$ cat src/rtl/seq_alu_muldiv.sv
// Sequential ALU: single-cycle logic/shift/compare ops plus WIDTH-cycle iterative
// multiply (shift-add) and divide (restoring) that update the HI/LO registers.
module seq_alu_muldiv #(
    parameter int WIDTH = 32,
    parameter int SHW   = $clog2(WIDTH)
) (
    input  logic             Clk,
    input  logic             Reset,
    input  logic             Start,
    input  logic [4:0]       ALUControl,
    input  logic [WIDTH-1:0] A,
    input  logic [WIDTH-1:0] B,
    input  logic [SHW-1:0]   ShiftAmount,
    output logic             Busy,
    output logic             Done,
    output logic [WIDTH-1:0] ALUResult,
    output logic             Zero,
    output logic [WIDTH-1:0] HiResult,
    output logic [WIDTH-1:0] LoResult,
    output logic             DivByZero
);

    localparam logic [4:0] OP_ADD  = 5'b00000, OP_SUB  = 5'b00001, OP_MULT = 5'b00010;
    localparam logic [4:0] OP_AND  = 5'b00011, OP_OR   = 5'b00100, OP_XOR  = 5'b00101;
    localparam logic [4:0] OP_NOR  = 5'b00110, OP_SLL  = 5'b00111, OP_SRL  = 5'b01000;
    localparam logic [4:0] OP_SRA  = 5'b01010, OP_MULTU = 5'b01101, OP_SLT = 5'b01110;
    localparam logic [4:0] OP_SLTU = 5'b10000, OP_SLLV = 5'b10001, OP_SRLV = 5'b10010;
    localparam logic [4:0] OP_SRAV = 5'b10011, OP_MOVE = 5'b10101, OP_LUI  = 5'b10110;
    localparam logic [4:0] OP_DIV  = 5'b11011, OP_DIVU = 5'b11100, OP_MADD = 5'b11101;
    localparam logic [4:0] OP_MSUB = 5'b11110;

    localparam int CW = SHW + 1;
    localparam logic [CW-1:0] CNT_LAST = CW'(WIDTH - 1);

    typedef enum logic {IDLE, RUN} state_t;
    state_t state, state_next;

    function automatic logic is_multi(input logic [4:0] c);
        return (c == OP_MULT) || (c == OP_MULTU) || (c == OP_DIV) || (c == OP_DIVU) ||
               (c == OP_MADD) || (c == OP_MSUB);
    endfunction

    function automatic logic is_signed_op(input logic [4:0] c);
        return (c == OP_MULT) || (c == OP_DIV) || (c == OP_MADD) || (c == OP_MSUB);
    endfunction

    logic [CW-1:0]    cnt;
    logic [4:0]       op_q;
    logic [WIDTH-1:0] acc, lo_q, mcand, a_q;
    logic             neg_q, neg_r;
    logic             accept, last, sgn, is_div;
    logic [WIDTH-1:0] alu_res, a_mag, b_mag;
    logic [WIDTH:0]   sum, shifted;
    logic [WIDTH-1:0] diff, step_acc, step_lo;
    logic             ge;
    logic [2*WIDTH-1:0] prod, prod_s;
    logic [WIDTH-1:0] fin_hi, fin_lo;
    logic             fin_dbz;

    always_ff @(posedge Clk) begin
        if (Reset) state <= IDLE;
        else       state <= state_next;
    end

    always_comb begin
        state_next = state;
        accept     = Start && (state == IDLE);
        last       = (state == RUN) && (cnt == CNT_LAST);
        Busy       = (state == RUN);
        case (state)
            IDLE: if (accept && is_multi(ALUControl)) state_next = RUN;
            RUN:  if (last) state_next = IDLE;
            default: state_next = IDLE;
        endcase
    end

    always_comb begin
        alu_res = '0;
        case (ALUControl)
            OP_ADD:  alu_res = A + B;
            OP_SUB:  alu_res = A - B;
            OP_AND:  alu_res = A & B;
            OP_OR:   alu_res = A | B;
            OP_XOR:  alu_res = A ^ B;
            OP_NOR:  alu_res = ~(A | B);
            OP_SLL:  alu_res = B << ShiftAmount;
            OP_SRL:  alu_res = B >> ShiftAmount;
            OP_SRA:  alu_res = $unsigned($signed(B) >>> ShiftAmount);
            OP_SLLV: alu_res = B << A[SHW-1:0];
            OP_SRLV: alu_res = B >> A[SHW-1:0];
            OP_SRAV: alu_res = $unsigned($signed(B) >>> A[SHW-1:0]);
            OP_SLT:  alu_res = WIDTH'($signed(A) < $signed(B));
            OP_SLTU: alu_res = WIDTH'(A < B);
            OP_LUI:  alu_res = B << (WIDTH / 2);
            OP_MOVE: alu_res = A;
            default: alu_res = WIDTH'(1);
        endcase
    end

    // Operands are held as magnitudes; the sign is reapplied once the iteration ends.
    always_comb begin
        sgn   = is_signed_op(ALUControl);
        a_mag = (sgn && A[WIDTH-1]) ? -A : A;
        b_mag = (sgn && B[WIDTH-1]) ? -B : B;
    end

    always_comb begin
        is_div  = (op_q == OP_DIV) || (op_q == OP_DIVU);
        sum     = {1'b0, acc} + {1'b0, (lo_q[0] ? mcand : '0)};
        shifted = {acc, lo_q[WIDTH-1]};
        ge      = shifted >= {1'b0, mcand};
        diff    = shifted[WIDTH-1:0] - mcand;
        if (is_div) begin
            step_acc = ge ? diff : shifted[WIDTH-1:0];
            step_lo  = {lo_q[WIDTH-2:0], ge};
        end else begin
            step_acc = sum[WIDTH:1];
            step_lo  = {sum[0], lo_q[WIDTH-1:1]};
        end
    end

    always_comb begin
        prod    = {step_acc, step_lo};
        prod_s  = neg_q ? -prod : prod;
        fin_dbz = 1'b0;
        case (op_q)
            OP_MADD: {fin_hi, fin_lo} = {HiResult, LoResult} + prod_s;
            OP_MSUB: {fin_hi, fin_lo} = {HiResult, LoResult} - prod_s;
            OP_DIV, OP_DIVU: begin
                if (mcand == '0) begin
                    fin_lo  = '1;
                    fin_hi  = a_q;
                    fin_dbz = 1'b1;
                end else begin
                    fin_lo = neg_q ? -step_lo : step_lo;
                    fin_hi = neg_r ? -step_acc : step_acc;
                end
            end
            default: {fin_hi, fin_lo} = prod_s;
        endcase
    end

    always_ff @(posedge Clk) begin
        if (Reset) begin
            Done      <= 1'b0;
            ALUResult <= '0;
            Zero      <= 1'b1;
            HiResult  <= '0;
            LoResult  <= '0;
            DivByZero <= 1'b0;
            cnt       <= '0;
            op_q      <= '0;
            acc       <= '0;
            lo_q      <= '0;
            mcand     <= '0;
            a_q       <= '0;
            neg_q     <= 1'b0;
            neg_r     <= 1'b0;
        end else begin
            Done <= 1'b0;
            if (accept) begin
                if (is_multi(ALUControl)) begin
                    op_q  <= ALUControl;
                    acc   <= '0;
                    lo_q  <= a_mag;
                    mcand <= b_mag;
                    a_q   <= A;
                    neg_q <= sgn && (A[WIDTH-1] ^ B[WIDTH-1]);
                    neg_r <= sgn && A[WIDTH-1];
                    cnt   <= '0;
                end else begin
                    Done      <= 1'b1;
                    ALUResult <= alu_res;
                    Zero      <= (alu_res == '0);
                    DivByZero <= 1'b0;
                    if (ALUControl == OP_MOVE) begin
                        HiResult <= A;
                        LoResult <= A;
                    end
                end
            end else if (state == RUN) begin
                acc  <= step_acc;
                lo_q <= step_lo;
                cnt  <= cnt + 1'b1;
                if (last) begin
                    Done      <= 1'b1;
                    ALUResult <= fin_lo;
                    Zero      <= (fin_lo == '0);
                    HiResult  <= fin_hi;
                    LoResult  <= fin_lo;
                    DivByZero <= fin_dbz;
                end
            end
        end
    end

endmodule

$ cat config.mk
export PLATFORM = sky130hd
export DESIGN_NAME = seq_alu_muldiv
export DESIGN_NICKNAME = d
export VERILOG_FILES = /design/src/rtl/seq_alu_muldiv.sv
export SDC_FILE = /design/constraint.sdc
export NUM_CORES = 2
export LEC_CHECK = 0
export CORE_MARGIN = 4
export CORE_UTILIZATION = 25
export CTS_CLUSTER_DIAMETER = 50
export CTS_CLUSTER_SIZE = 25
export DETAILED_ROUTE_END_ITERATION = 8
export SYNTH_ARGS = -nofsm -noshare
export SYNTH_HDL_FRONTEND = slang
export SYNTH_SLANG_ARGS = --single-unit
$ cat constraint.sdc
create_clock -name Clk -period 9.5 [get_ports Clk]
set_clock_uncertainty 0.05 [all_clocks]
set_input_delay 1.9 -clock Clk [delete_from_list [all_inputs] [get_ports Clk]]
set_output_delay 1.9 -clock Clk [all_outputs]
set_load 0.01 [all_outputs]
### Word level (Yosys, flattened, before mapping)

Cells that the tools add are included.

| storage, ports and cells | value |
|---|---|
| output and inout bits | 100 |
| word-level logic and storage cells | 147 |
| bits in registers | 241 |
| input port bits | 77 |

| cells by class | value |
|---|---|
| eq/ne operators | 29 |
| reduce and logical (&&, ||, !) cells | 26 |
| $add $sub $neg | 12 |
| bitwise operators | 6 |
| magnitude comparators | 3 |
| shifts and indexed selects | 6 |
| mux-type cells | 50 |

Operators with widths:

| cell | number |
|---|---|
| $mux 32 | 26 |
| $pmux 32 s16 | 1 |
| $pmux 32 s3 | 2 |
| $neg 32->32 | 4 |
| $logic_not 32->1 | 3 |
| $eq 5x5->1 const B | 14 |
| $add 64x64->64 | 1 |
| $lt 32x32->1 | 2 |
| $mux 64 | 1 |
| $neg 64->64 | 1 |
| $shl 32x5->32 | 2 |
| $shr 32x5->32 | 2 |
| $sshr 32x5->32 | 2 |
| $sub 32x32->32 | 2 |
| $sub 64x64->64 | 1 |
| $add 32x32->33 | 1 |
| $ge 33x32->1 | 1 |
| $add 32x32->32 | 1 |
| $and 32x32->32 | 1 |
| $not 32->32 | 1 |
| $or 32x32->32 | 1 |
| $xor 32x32->32 | 1 |
| $eq 5x3->1 const B | 4 |
| $eq 5x4->1 const B | 4 |
| other kinds (19) | 53 |

### Longest topological paths before layout

| logic depth | value |
|---|---|
| word-level depth | 11 |
| depth in mapped cells | 41 |
| mapped depth without buffers | 36 |

### Worst setup path after synthesis

OpenSTA, ideal clock, no wires.

| path | value |
|---|---|
| path type | register to register |
| start point | register op_q[3] |
| end point | register HiResult[28] |
| setup slack | 2491 ps |
| clock period less this slack | 7009 ps |
| arrival time | 6828 ps |
| setup time | 130 ps |
| data required time | 9320 ps |
| cell stages (with the launch flop) | 36 |
| buffers on the path | 11 |
| cells stage by stage | dfxtp_1 and2_1 clkbuf_1 o21a_1 buf_6 buf_6 buf_6 buf_6 buf_4 buf_6 buf_6 buf_6 buf_2 clkbuf_1 nor2_1 a21o_1 inv_1 ha_1 o2111ai_1 nor4_4 nand4_2 or3_1 or3b_2 o21ai_0 xor2_1 inv_1 ha_1 a21oi_1 o31ai_1 or4b_2 o21ai_0 o21ai_0 a211oi_1 a21oi_1 a311oi_1 o22ai_1 |

| on the way | value |
|---|---|
| cells in the longest elaborated chain, start to end | 10 |
| elaborated cells on any way between the ends | 19 |
| classes of those cells | 4 x add/sub; 4 x eq/ne; 9 x mux; 2 x reduce/logical |

Ends and longest elaborated chain:

| item | line | source |
|---|---|---|
| from (decl) | 48 | `logic [4:0] op_q;` |
| from (signal assigned) | 163 | `op_q <= ALUControl;` |
| $eq 5x5->1 | 108, 126 |  |
| $logic_or 1x1->1 | 108 | `is_div = (op_q == OP_DIV) \|\| (op_q == OP_DIVU);` |
| $mux 32 | 113 | `if (is_div) begin` |
| $neg 64->64 or $neg 32->32 (tied branches) | 124, 136 |  |
| $mux 64 or $mux 32 (tied branches) | 124, 136 |  |
| $sub 64x64->64 (tied with other cells) | 128 | `OP_MSUB: {fin_hi, fin_lo} = {HiResult, LoResult} - prod_s;` |
| $pmux 32 s3 (*) | 126 | `case (op_q)` |
| $mux 32 (*) | 185 | `if (last) begin` |
| $mux 32 (*) | 181 | `end else if (state == RUN) begin` |
| $mux 32 (*) | 161 | `if (accept) begin` |
| to (signal assigned) | 189 | `HiResult <= fin_hi;` |
| to (decl) | 18 | `output logic [WIDTH-1:0] HiResult,` |

Every way passes the cells marked *; elsewhere a longest branch is shown, timed or not. The select of a mux whose other input is x is not followed.
A chain may end at the register's enable or synchronous reset.

### Worst setup path after layout

| path | value |
|---|---|
| start point | register mcand[26] |
| end point | register HiResult[31] |

| on the way | value |
|---|---|
| cells in the longest elaborated chain, start to end | 10 |
| elaborated cells on any way between the ends | 19 |
| classes of those cells | 6 x add/sub; 1 x order compare; 11 x mux; 1 x reduce/logical |

Ends and longest elaborated chain:

| item | line | source |
|---|---|---|
| from (decl) | 49 | `logic [WIDTH-1:0] acc, lo_q, mcand, a_q;` |
| from (signal assigned) | 166 | `mcand <= b_mag;` |
| $mux 32 (tied with other cells) | 109 | `sum = {1'b0, acc} + {1'b0, (lo_q[0] ? mcand : '0)};` |
| $add 32x32->33 or $mux 32 (tied branches) | 109, 114 |  |
| $mux 32 | 113 |  |
| $neg 64->64 or $neg 32->32 (tied branches) | 124, 136 |  |
| $mux 64 or $mux 32 (tied branches) | 124, 136 |  |
| $sub 64x64->64 (tied with other cells) | 128 |  |
| $pmux 32 s3 (*) | 126 |  |
| $mux 32 (*) | 185 |  |
| $mux 32 (*) | 181 |  |
| $mux 32 (*) | 161 |  |

Marks and branches as above.

==> metrics.txt <==
Reg power frac=22.0%; Switch Pwr=roughly 2.2 mW; H-tree levels=2; DIE AREA=161000 µm²; syn_area_per_cell=between 7 and 8 µm²; Fmax achieved=approximately 110 MHz; vias in the first global route=42700; # rows=143; share of cells above drive strength 1=under 10%; CP Capture Type=register; CTS root buf=clkbuf_16; gr usage total=25.7%; Post-DP Area=42600 µm²; commonest cells after routing, fill and taps aside=584 x nand2_1, 553 x a21oi_1, 502 x nor2_1, 307 x o21ai_0, 288 x ha_1; Seq/Total Area, Yosys=12.5%; placed cell count=7455; kind of critical path=register to register; largest net degree at the start of global routing=78; first-pass GRT wire length=312 mm; final non-filler cell total=7543; clock-pin slew on the worst setup and hold paths=0.06 ns; Lkg Pwr=17.2 nW; Final Instance Area=44300 µm²; CP startpoint kind=register; GPL Wtd Cong=1.04; max cap viols=0; Core Box Area=153000 µm²; RSZ-0062 raised after global routing=false; fillcell total=16600; clock sink count=241; Initial Utilization=between 20% and 30%; DRT antenna net count=0; Initial DRC Count=6684; Die X-Extent=401 µm; initial antenna violation count=17; combinational share of power=41.5%; synthesized area=38600 µm²; Skew-Pair Late Insertion Delay=0.64 ns; final core utilization=between 20% and 30%; status=finished clean; CP max stage cell=a221oi_1; asr flop ratio synth=0%; TritonRoute pass-1 iters=8; HPWL Detailed=about 170 mm; YS warnings=0; Power Total=between 5 and 6 mW; Critical path buffers and inverters=4; WP data arrival=between 9 and 10 ns; Hold Buf Count CTS=0; Max clock buf depth=3; setup ws final=roughly 0.80 ns; Power Dens Cells=113 nW/µm²; Vias/cell=between 6 and 7; Slew Limit Fails=0; Cells after Synth=roughly 5500; fin nets=5845; number of I/O pins=177; Slew Limit Headroom=about a fifth; most common cell after layout, fill and taps aside=nand2_1; Vias=46700; Least-Margin Pin Slew=1.18 ns; DIE HEIGHT=between 400 and 500 µm; Clk network pwr share=36.5%; #FFs+latches synth=about 240; required time at the worst-slack endpoint=9.94 ns; CTS buffer count=between 40 and 50; Setup TNS Final=0 ns; CP peak stage delay=0.55 ns; worst vdd ir=121 µV; Remaining DRCs=0; Primary FF master, synth=dfxtp_1; P_int=2.82 mW; PostCTS Resize Cnt=0; Post-Syn Nets=5868; critical path's top delay family=compound AO/OA/AOI/OAI gates; Routed Wire Length=220 mm; Hold Vio Cnt, Final=0; Layout area overhead=14.9%; Setup Fix Bufs, Post-CTS=0; wire per inst=29.1 µm; Min-Delay Path Class=register to register; crit path time final=8.70 ns; TritonCTS clock tree=done; Net Sw Frac=a little over two fifths; crit path max fanout=16; GRT overflow=0; hold slack=0.403 ns; post-route clock period utilization=between 90% and 100%; final setup vio count=0; port bufs=about 180; EDFF count, synth=0; post-synth cell types=122; pre-CTS setup slack=a little over 1 ns
==> power by group through the flow <==
stage	clock network [mW]	registers, mW	logic [mW]
2_1_floorplan	0	1.10	1.24
3_3_place_gp	0	1.12	1.99
3_5_place_dp	0	1.12	1.98
4_1_cts	1.85	1.10	1.99
5_1_grt	1.89	1.11	2.17
6_report	1.83	1.10	2.08
==> sequential cells by signal (all words and copies together), names as in the netlist <==
register	flops
DivByZero	1
lo_q	32
mcand	32
HiResult	32
Done	1
neg_r	1
Busy	1
acc	32
neg_q	1
cnt	6
LoResult	32
op_q	5
a_q	32
ALUResult	32
Zero	1
==> cells in the mapped netlist (85+ instances only) <==
master	count	share of area [%]
ha_1	288	9.3
a211oi_1	100	1.9
a21o_1	96	1.9
clkbuf_1	338	3.3
xnor2_1	165	3.7
o21ai_0	309	4.0
nor2_1	512	5.0
nor3_1	173	2.2
mux4_2	85	5.0
nand2_1	585	5.7
o211ai_1	99	1.9
mux2i_1	143	3.7
nand3_1	122	1.6
a21oi_1	555	7.2
dfxtp_1	241	13
inv_1	283	2.8
==> path summary, 6_finish.rpt <==
kind	startpoint	to	slack, ns	cells after the start
worst max-delay path	mcand[26]$_SDFFE_PP0P_	HiResult[31]$_SDFFE_PP0P_	0.80	35
worst min-delay path	op_q[4]$_SDFFE_PP0P_	op_q[4]$_SDFFE_PP0P_	0.40	2
worst max register to register	mcand[26]$_SDFFE_PP0P_	HiResult[31]$_SDFFE_PP0P_	0.80	35
worst min register to register	op_q[4]$_SDFFE_PP0P_	op_q[4]$_SDFFE_PP0P_	0.40	2
==> final cells by class <==
class | instances | area (µm²) | share of cell area [%]
sequential | 241 | 4830 | 10.9
inverter | 288 | 1080 | 2.44
antenna | 2 | 5.00 | 0.0113
multi-input combinational | 4549 | 31100 | 70.2
timing repair buffer | 347 | 3050 | 6.88
tap | 2030 | 2540 | 5.73
clock buffer | 52 | 1260 | 2.83
clock inverter | 34 | 458 | 1.03
==> kinds of logic (layout without fill, tap and decap cells) <==
group	after synthesis	after routing	share of synthesized area, %
AO/OA/AOI/OAI	1910	1910	33.0
AND/OR/NAND/NOR	1868	1868	22.9
buffers and inverters	707	721	7.38
adder cells (fa/ha/maj)	294	294	9.65
multiplexers	252	252	9.39
flip-flops	241	241	12.5
XOR/XNOR	225	225	5.14
other	0	2	0
==> per-layer routing <==
metal  vias up  track usage [%]  part of all wire (%)
met5         -                0                 0.022
met4         6             12.2                   5.8
met3       577             7.27                    13
met2      3194             37.1                    40
met1     22500             35.0                    41
li1      20400                -                     -
==> worst min-delay path, cell delays in order, from the launching register on <==
cell and delay (ns):
dfxtp_1 0.30, nand2_1 0.05, a21oi_1 0.05
(Power assumes the default switching activity.)
